**config.mk**
```make
export PLATFORM = sky130hd
export DESIGN_NAME = instr_loader_flat
export DESIGN_NICKNAME = d
export VERILOG_FILES = /design/src/rtl/instr_loader_if.sv /design/src/rtl/instr_loader.sv /design/src/flat_wrapper.sv
export SDC_FILE = /design/constraint.sdc
export NUM_CORES = 1
export LEC_CHECK = 0
export ABC_AREA = 1
export CAP_MARGIN = 20
export CORE_UTILIZATION = 40
export CTS_BUF_LIST = sky130_fd_sc_hd__clkbuf_2 sky130_fd_sc_hd__clkbuf_4 sky130_fd_sc_hd__clkbuf_8
export DETAILED_ROUTE_END_ITERATION = 10
export GPL_ROUTABILITY_DRIVEN = 1
export MAX_ROUTING_LAYER = met4
export PLACE_DENSITY_LB_ADDON = 0.08
export SYNTH_ARGS = -nofsm -noshare
export SYNTH_HDL_FRONTEND = slang
export SYNTH_SLANG_ARGS = --single-unit
```
**constraint.sdc**
```tcl
create_clock -name clk -period 1.6 [get_ports clk]
set_clock_uncertainty 0.05 [all_clocks]
set_input_delay 0.16 -clock clk [delete_from_list [all_inputs] [get_ports clk]]
set_output_delay 0.16 -clock clk [all_outputs]
set_load 0.01 [all_outputs]
```
**src/rtl/instr_loader_if.sv**
```systemverilog
// rtl/instr_loader_if.sv - byte stream input and instruction memory write port of the loader
interface instr_loader_if #(
   parameter int A_length = 12,
   parameter int D_length = 8
);
   logic                in_valid;
   logic [7:0]          in_data;
   logic                in_ready;
   logic                WE;
   logic [A_length-1:0] WA;
   logic [D_length-1:0] WD;

   modport slave (
      input  in_valid, in_data,
      output in_ready, WE, WA, WD
   );

   modport master (
      output in_valid, in_data,
      input  in_ready, WE, WA, WD
   );
endinterface

```
**src/rtl/instr_loader.sv**
```systemverilog
// rtl/instr_loader.sv - framed byte-stream loader writing the instruction memory
// Frame: 16-bit length (MSB first), payload bytes, XOR checksum; CPU held in reset until a good load.
module instr_loader #(
   parameter int A_length = 12,
   parameter int D_length = 8
) (
   input  logic           clk,
   input  logic           rst_n,
   input  logic           start,
   input  logic           abort,
   output logic           busy,
   output logic           done,
   output logic           error,
   output logic           cpu_hold,
   instr_loader_if.slave  bus
);
   typedef enum logic [2:0] {IDLE, LEN_HI, LEN_LO, DATA, CHECK} state_t;

   localparam logic [15:0] MAX_LEN = 16'(2 ** A_length);

   state_t              state, state_d;
   logic [15:0]         len, len_d;
   logic [A_length-1:0] addr, addr_d;
   logic [12:0]         count, count_d;
   logic [7:0]          csum, csum_d;
   logic                we_d;
   logic [A_length-1:0] wa_d;
   logic [D_length-1:0] wd_d;
   logic                busy_d, done_d, error_d, hold_d;
   logic                accept;
   logic [15:0]         full_len;

   assign bus.in_ready = (state != IDLE);
   assign accept       = bus.in_valid & bus.in_ready;
   assign full_len     = {len[15:8], bus.in_data};

   always_ff @(posedge clk or negedge rst_n) begin
      if (!rst_n) begin
         state    <= IDLE;
         len      <= '0;
         addr     <= '0;
         count    <= '0;
         csum     <= '0;
         bus.WE   <= 1'b0;
         bus.WA   <= '0;
         bus.WD   <= '0;
         busy     <= 1'b0;
         done     <= 1'b0;
         error    <= 1'b0;
         cpu_hold <= 1'b0;
      end else begin
         state    <= state_d;
         len      <= len_d;
         addr     <= addr_d;
         count    <= count_d;
         csum     <= csum_d;
         bus.WE   <= we_d;
         bus.WA   <= wa_d;
         bus.WD   <= wd_d;
         busy     <= busy_d;
         done     <= done_d;
         error    <= error_d;
         cpu_hold <= hold_d;
      end
   end

   always_comb begin
      state_d = state;
      len_d   = len;
      addr_d  = addr;
      count_d = count;
      csum_d  = csum;
      we_d    = 1'b0;
      wa_d    = bus.WA;
      wd_d    = bus.WD;
      busy_d  = busy;
      done_d  = done;
      error_d = error;
      hold_d  = cpu_hold;

      if (state == IDLE) begin
         if (start) begin
            state_d = LEN_HI;
            done_d  = 1'b0;
            error_d = 1'b0;
            hold_d  = 1'b1;
            busy_d  = 1'b1;
         end
      end else if (abort) begin
         // abort outranks a same-cycle accept, so that byte is dropped
         state_d = IDLE;
         error_d = 1'b1;
         hold_d  = 1'b1;
         busy_d  = 1'b0;
      end else if (accept) begin
         case (state)
            LEN_HI: begin
               len_d   = {bus.in_data, 8'h00};
               state_d = LEN_LO;
            end
            LEN_LO: begin
               len_d = full_len;
               if (full_len == 16'd0 || full_len > MAX_LEN) begin
                  state_d = IDLE;
                  error_d = 1'b1;
                  busy_d  = 1'b0;
               end else begin
                  state_d = DATA;
                  addr_d  = '0;
                  count_d = '0;
                  csum_d  = '0;
               end
            end
            DATA: begin
               we_d    = 1'b1;
               wa_d    = addr;
               wd_d    = D_length'(bus.in_data);
               addr_d  = addr + 1'b1;
               count_d = count + 1'b1;
               csum_d  = csum ^ bus.in_data;
               if ({3'b000, count} == len - 16'd1)
                  state_d = CHECK;
            end
            CHECK: begin
               state_d = IDLE;
               busy_d  = 1'b0;
               if (bus.in_data == csum) begin
                  done_d = 1'b1;
                  hold_d = 1'b0;
               end else begin
                  error_d = 1'b1;
               end
            end
            default: state_d = IDLE;
         endcase
      end
   end
endmodule

```
**src/flat_wrapper.sv**
```systemverilog
// flat-port wrapper written by rule: the top's interface ports become plain ports
module instr_loader_flat 
#(
   parameter int A_length = 12,
   parameter int D_length = 8
)
  (clk, rst_n, start, abort, busy, done, error, cpu_hold, bus_in_valid, bus_in_data, bus_in_ready, bus_WE, bus_WA, bus_WD);
  instr_loader_if #(.A_length(A_length), .D_length(D_length)) bus_i ();
  input  logic clk;
  input  logic rst_n;
  input  logic start;
  input  logic abort;
  output logic busy;
  output logic done;
  output logic error;
  output logic cpu_hold;
  input wire logic [$bits(bus_i.in_valid)-1:0] bus_in_valid;
  input wire logic [$bits(bus_i.in_data)-1:0] bus_in_data;
  output wire logic [$bits(bus_i.in_ready)-1:0] bus_in_ready;
  output wire logic [$bits(bus_i.WE)-1:0] bus_WE;
  output wire logic [$bits(bus_i.WA)-1:0] bus_WA;
  output wire logic [$bits(bus_i.WD)-1:0] bus_WD;
  assign bus_i.in_valid = bus_in_valid;
  assign bus_i.in_data = bus_in_data;
  assign bus_in_ready = bus_i.in_ready;
  assign bus_WE = bus_i.WE;
  assign bus_WA = bus_i.WA;
  assign bus_WD = bus_i.WD;
  instr_loader #(.A_length(A_length), .D_length(D_length)) u_core (.clk(clk), .rst_n(rst_n), .start(start), .abort(abort), .busy(busy), .done(done), .error(error), .cpu_hold(cpu_hold), .bus(bus_i));
endmodule
```
==> impl_metrics.json <==
{
  "run_status": "finished with violations",
  "cts-root-buf": "clkbuf_8",
  "use_met3_pct": 3.62,
  "dieArea_um2": 11200,
  "synth-edff-count": 0,
  "final_cell_mix": "139 x nand2_1, 90 x buf_4, 76 x dfrtp_1, 61 x inv_1, 53 x nor2_1",
  "p_seq_share_pct": 29.1,
  "start_kind": "flop",
  "port_buffers": 38,
  "relSlewSlack_pct": 74.9,
  "drt-wirelength-per-cell_um": 14.9,
  "power.density_nw_per_um2": 1980,
  "rows": 37,
  "antenna_found_initial": 0,
  "min_period_over_period_pct": 115,
  "final_util_pct": 61.1,
  "grt_start_max_net_pins": 35,
  "critical_path_arrival_ps": 2060,
  "grt_use_met2_pct": 42.5,
  "internal-power_mw": 7.05,
  "synth_ff_type": "dfrtp_1",
  "grt_pass1_vias": 4317,
  "fin_total_pwr_mw": 12.6,
  "firstDrtPassIters": 4,
  "cts_tree": "done",
  "dp_cells": 831,
  "design_area_um2": 6360,
  "ys_seq_elements": 77,
  "power_frac_comb_pct": 59.2,
  "viasPerCell": 4.90,
  "async_flop_share_pct": 100,
  "synth_top_area_share_pct": 44.5,
  "use_met1_pct": 28.0,
  "synthTopCellsByArea": "dfrtp_1 45%, nand2_1 15%, xor2_1 5.9%",
  "yosysSeqAreaShare_pct": 44.5,
  "grt_pass1_wl_um": 20600,
  "drv_cap": 0,
  "io_pins": 39,
  "critPathKind": "flop to flop",
  "syn_area_per_cell_um2": 7.41,
  "busiest_layer": "met2",
  "synth_top_area_cell": "dfrtp_1",
  "final_cells": 864,
  "clkPwrFrac_pct": 11.7,
  "setup_slack_ps": -240,
  "syn_area_um2": 4330,
  "clk_path_buf_depth": 2,
  "holdWs_ps": 135,
  "crit_path_end_kind": "flop",
  "wirelength_um": 12900,
  "peakVddDrop_uv": 894,
  "ant_nets": 0,
  "timing.rr.start": "u_core.len[9]",
  "r2r_cells": 12,
  "critPathRequiredTime_ps": 1820,
  "nNetsFinal": 741,
  "die_y_um": 106,
  "max_freq_mhz": 543,
  "worstMarginPinSlew_ps": 374,
  "slew_violations": 0,
  "drtIter0Drc": 126,
  "drive_gt1_share_pct": 31.3,
  "crit_chain": "nor2_2 -> nand2_2 -> inv_2 -> nand3_2 -> nand2_1 -> nand2_1 -> nor2_2 -> nand2_2 -> nand2_8 -> buf_12 -> clkbuf_16 -> o21ai_2",
  "rsz0062_at_grt": "true",
  "drc": 0,
  "p_sw_mw": 5.52,
  "hold_path.class": "input port to asynchronous set/reset pin",
  "synth_cell_types": 34,
  "dp_hpwl_um": 9100,
  "placeableCoreArea_um2": 10400,
  "min_period_ps": 1840,
  "startpoint": "u_core.len[9]",
  "fp.dieW_um": 106,
  "clock_sinks": 77,
  "globalplace.congestion": 0.924,
  "initial_core_util_pct": 41.5,
  "vias": 4233,
  "n_antenna_cell": 0,
  "p_leak_nw": 3.11,
  "slowest_delay_ps": 440,
  "worstPathMaxFanout": 8,
  "synth_nets": 600,
  "syn2layout_area_growth_pct": 47.0,
  "overflow": 0,
  "cts_htree_levels": 3,
  "clk_latency_ps": 380,
  "p_sw_share_pct": 43.9,
  "clkTransAtPathRegs_ps": 90,
  "final-setup-viol-count": 41,
  "rrSetupSlack_ps": -240,
  "finalHoldViolations": 0,
  "synth_warnings": 0,
  "placed_cell_area_um2": 5530,
  "slowest_stage": "dfrtp_1",
  "mostFrequentLayoutCell": "nand2_1",
  "violations": "negative setup slack",
  "cts_buffers": 9,
  "reg2reg_to": "u_core.addr[9]",
  "crit_end": "u_core.addr[9]",
  "grt.total_usage_pct": 24.6,
  "syn_inst": 584
}
-- sequential cells by signal, indices dropped and copies added, names as in the netlist, 3 cells and up --
register       flops
u_core.bus.WA     12
u_core.count      13
u_core.state       3
u_core.csum        8
u_core.len        16
u_core.bus.WD      8
u_core.addr       12
-- cell families after synthesis --
kind of cell | share of synthesized area, %
AO/OA/AOI/OAI | 9.22
XOR/XNOR | 6.68
adder cells (fa/ha/maj) | 0.867
buffers and inverters | 8.27
flip-flops | 44.5
AND/OR/NAND/NOR | 30.4
-- worst max-delay path: cells and delay by family, from the launching register on --
| kind | cells | cell delay [ps] |
|---|---|---|
| AND/OR/NAND/NOR | 8 | 830 |
| flip-flops | 1 | 440 |
| buffers and inverters | 3 | 360 |
| AO/OA/AOI/OAI | 1 | 50 |
-- layout make-up --
type / count / area [um^2]
Clock buffer: 10 / 131
Clock inverter: 4 / 51.3
Fill cell: 964 / 4050
Inverter: 76 / 303
Multi-Input combinational cell: 418 / 2430
Sequential cell: 77 / 1930
Tap cell: 136 / 170
Timing Repair Buffer: 142 / 1330
Timing Repair inverter: 1 / 11.3
-- what timing repair did --
action | CTS | global route
setup buffers | 10 | 6
hold buffers | 1 | 0
hold endpoints to repair | 77 | 0
pin swaps | 11 | 16
endpoints found under the setup margin | 46 | 77
gates cloned | 2 | 5
gates resized for setup | 52 | 70
-- power groups by stage --
stage | Clock, mW | Combinational (mW) | Sequential [mW]
floorplan | 0 | 3.57 | 3.62
global placement | 0 | 6.38 | 3.62
detailed placement | 0 | 6.45 | 3.63
CTS | 1.50 | 6.94 | 3.62
global route | 1.58 | 8.24 | 3.78
finish | 1.47 | 7.44 | 3.66
-- Yosys cell counts, drive strengths merged, types with 3 or more instances --
library cell,instances
nor3,9
inv,76
nor4,5
buf,6
xor2,29
nand2,178
xnor2,4
o31ai,5
clkbuf,7
ha,3
nand3,40
a21oi,6
o21ai,54
dfrtp,77
nor2,68
nand4,6
o22ai,7
-- worst min-delay path by stage --
stage	from	endpoint	slack [ps]	cells past startpoint
2_1_floorplan	rst_n	u_core.addr[0]	-190	0
3_3_place_gp	rst_n	u_core.bus.WA[3]	2	1
3_5_place_dp	rst_n	u_core.bus.WA[4]	4	1
4_1_cts	rst_n	u_core.addr[7]	140	2
5_1_grt	rst_n	u_core.bus.WA[7]	160	2
6_report	rst_n	u_core.bus.WA[7]	140	2
-- metrics by stage --
stage	setup WS (ps)	setup TNS [ps]
3_3_place_gp	-434	-15190
5_1_grt	-378	-12630
3_5_place_dp	-445	-15940
6_report	-240	-6220
2_1_floorplan	-26.1	-194
4_1_cts	-195	-4350
-- routing by layer --
| layer | vias up | share of wire [%] |
|---|---|---|
| met5 | - | 0 |
| met4 | 0 | 3.1 |
| met3 | 29 | 2.4 |
| met2 | 64 | 51 |
| met1 | 2010 | 43 |
| li1 | 2130 | - |
Power figures use the tool's default switching activity.
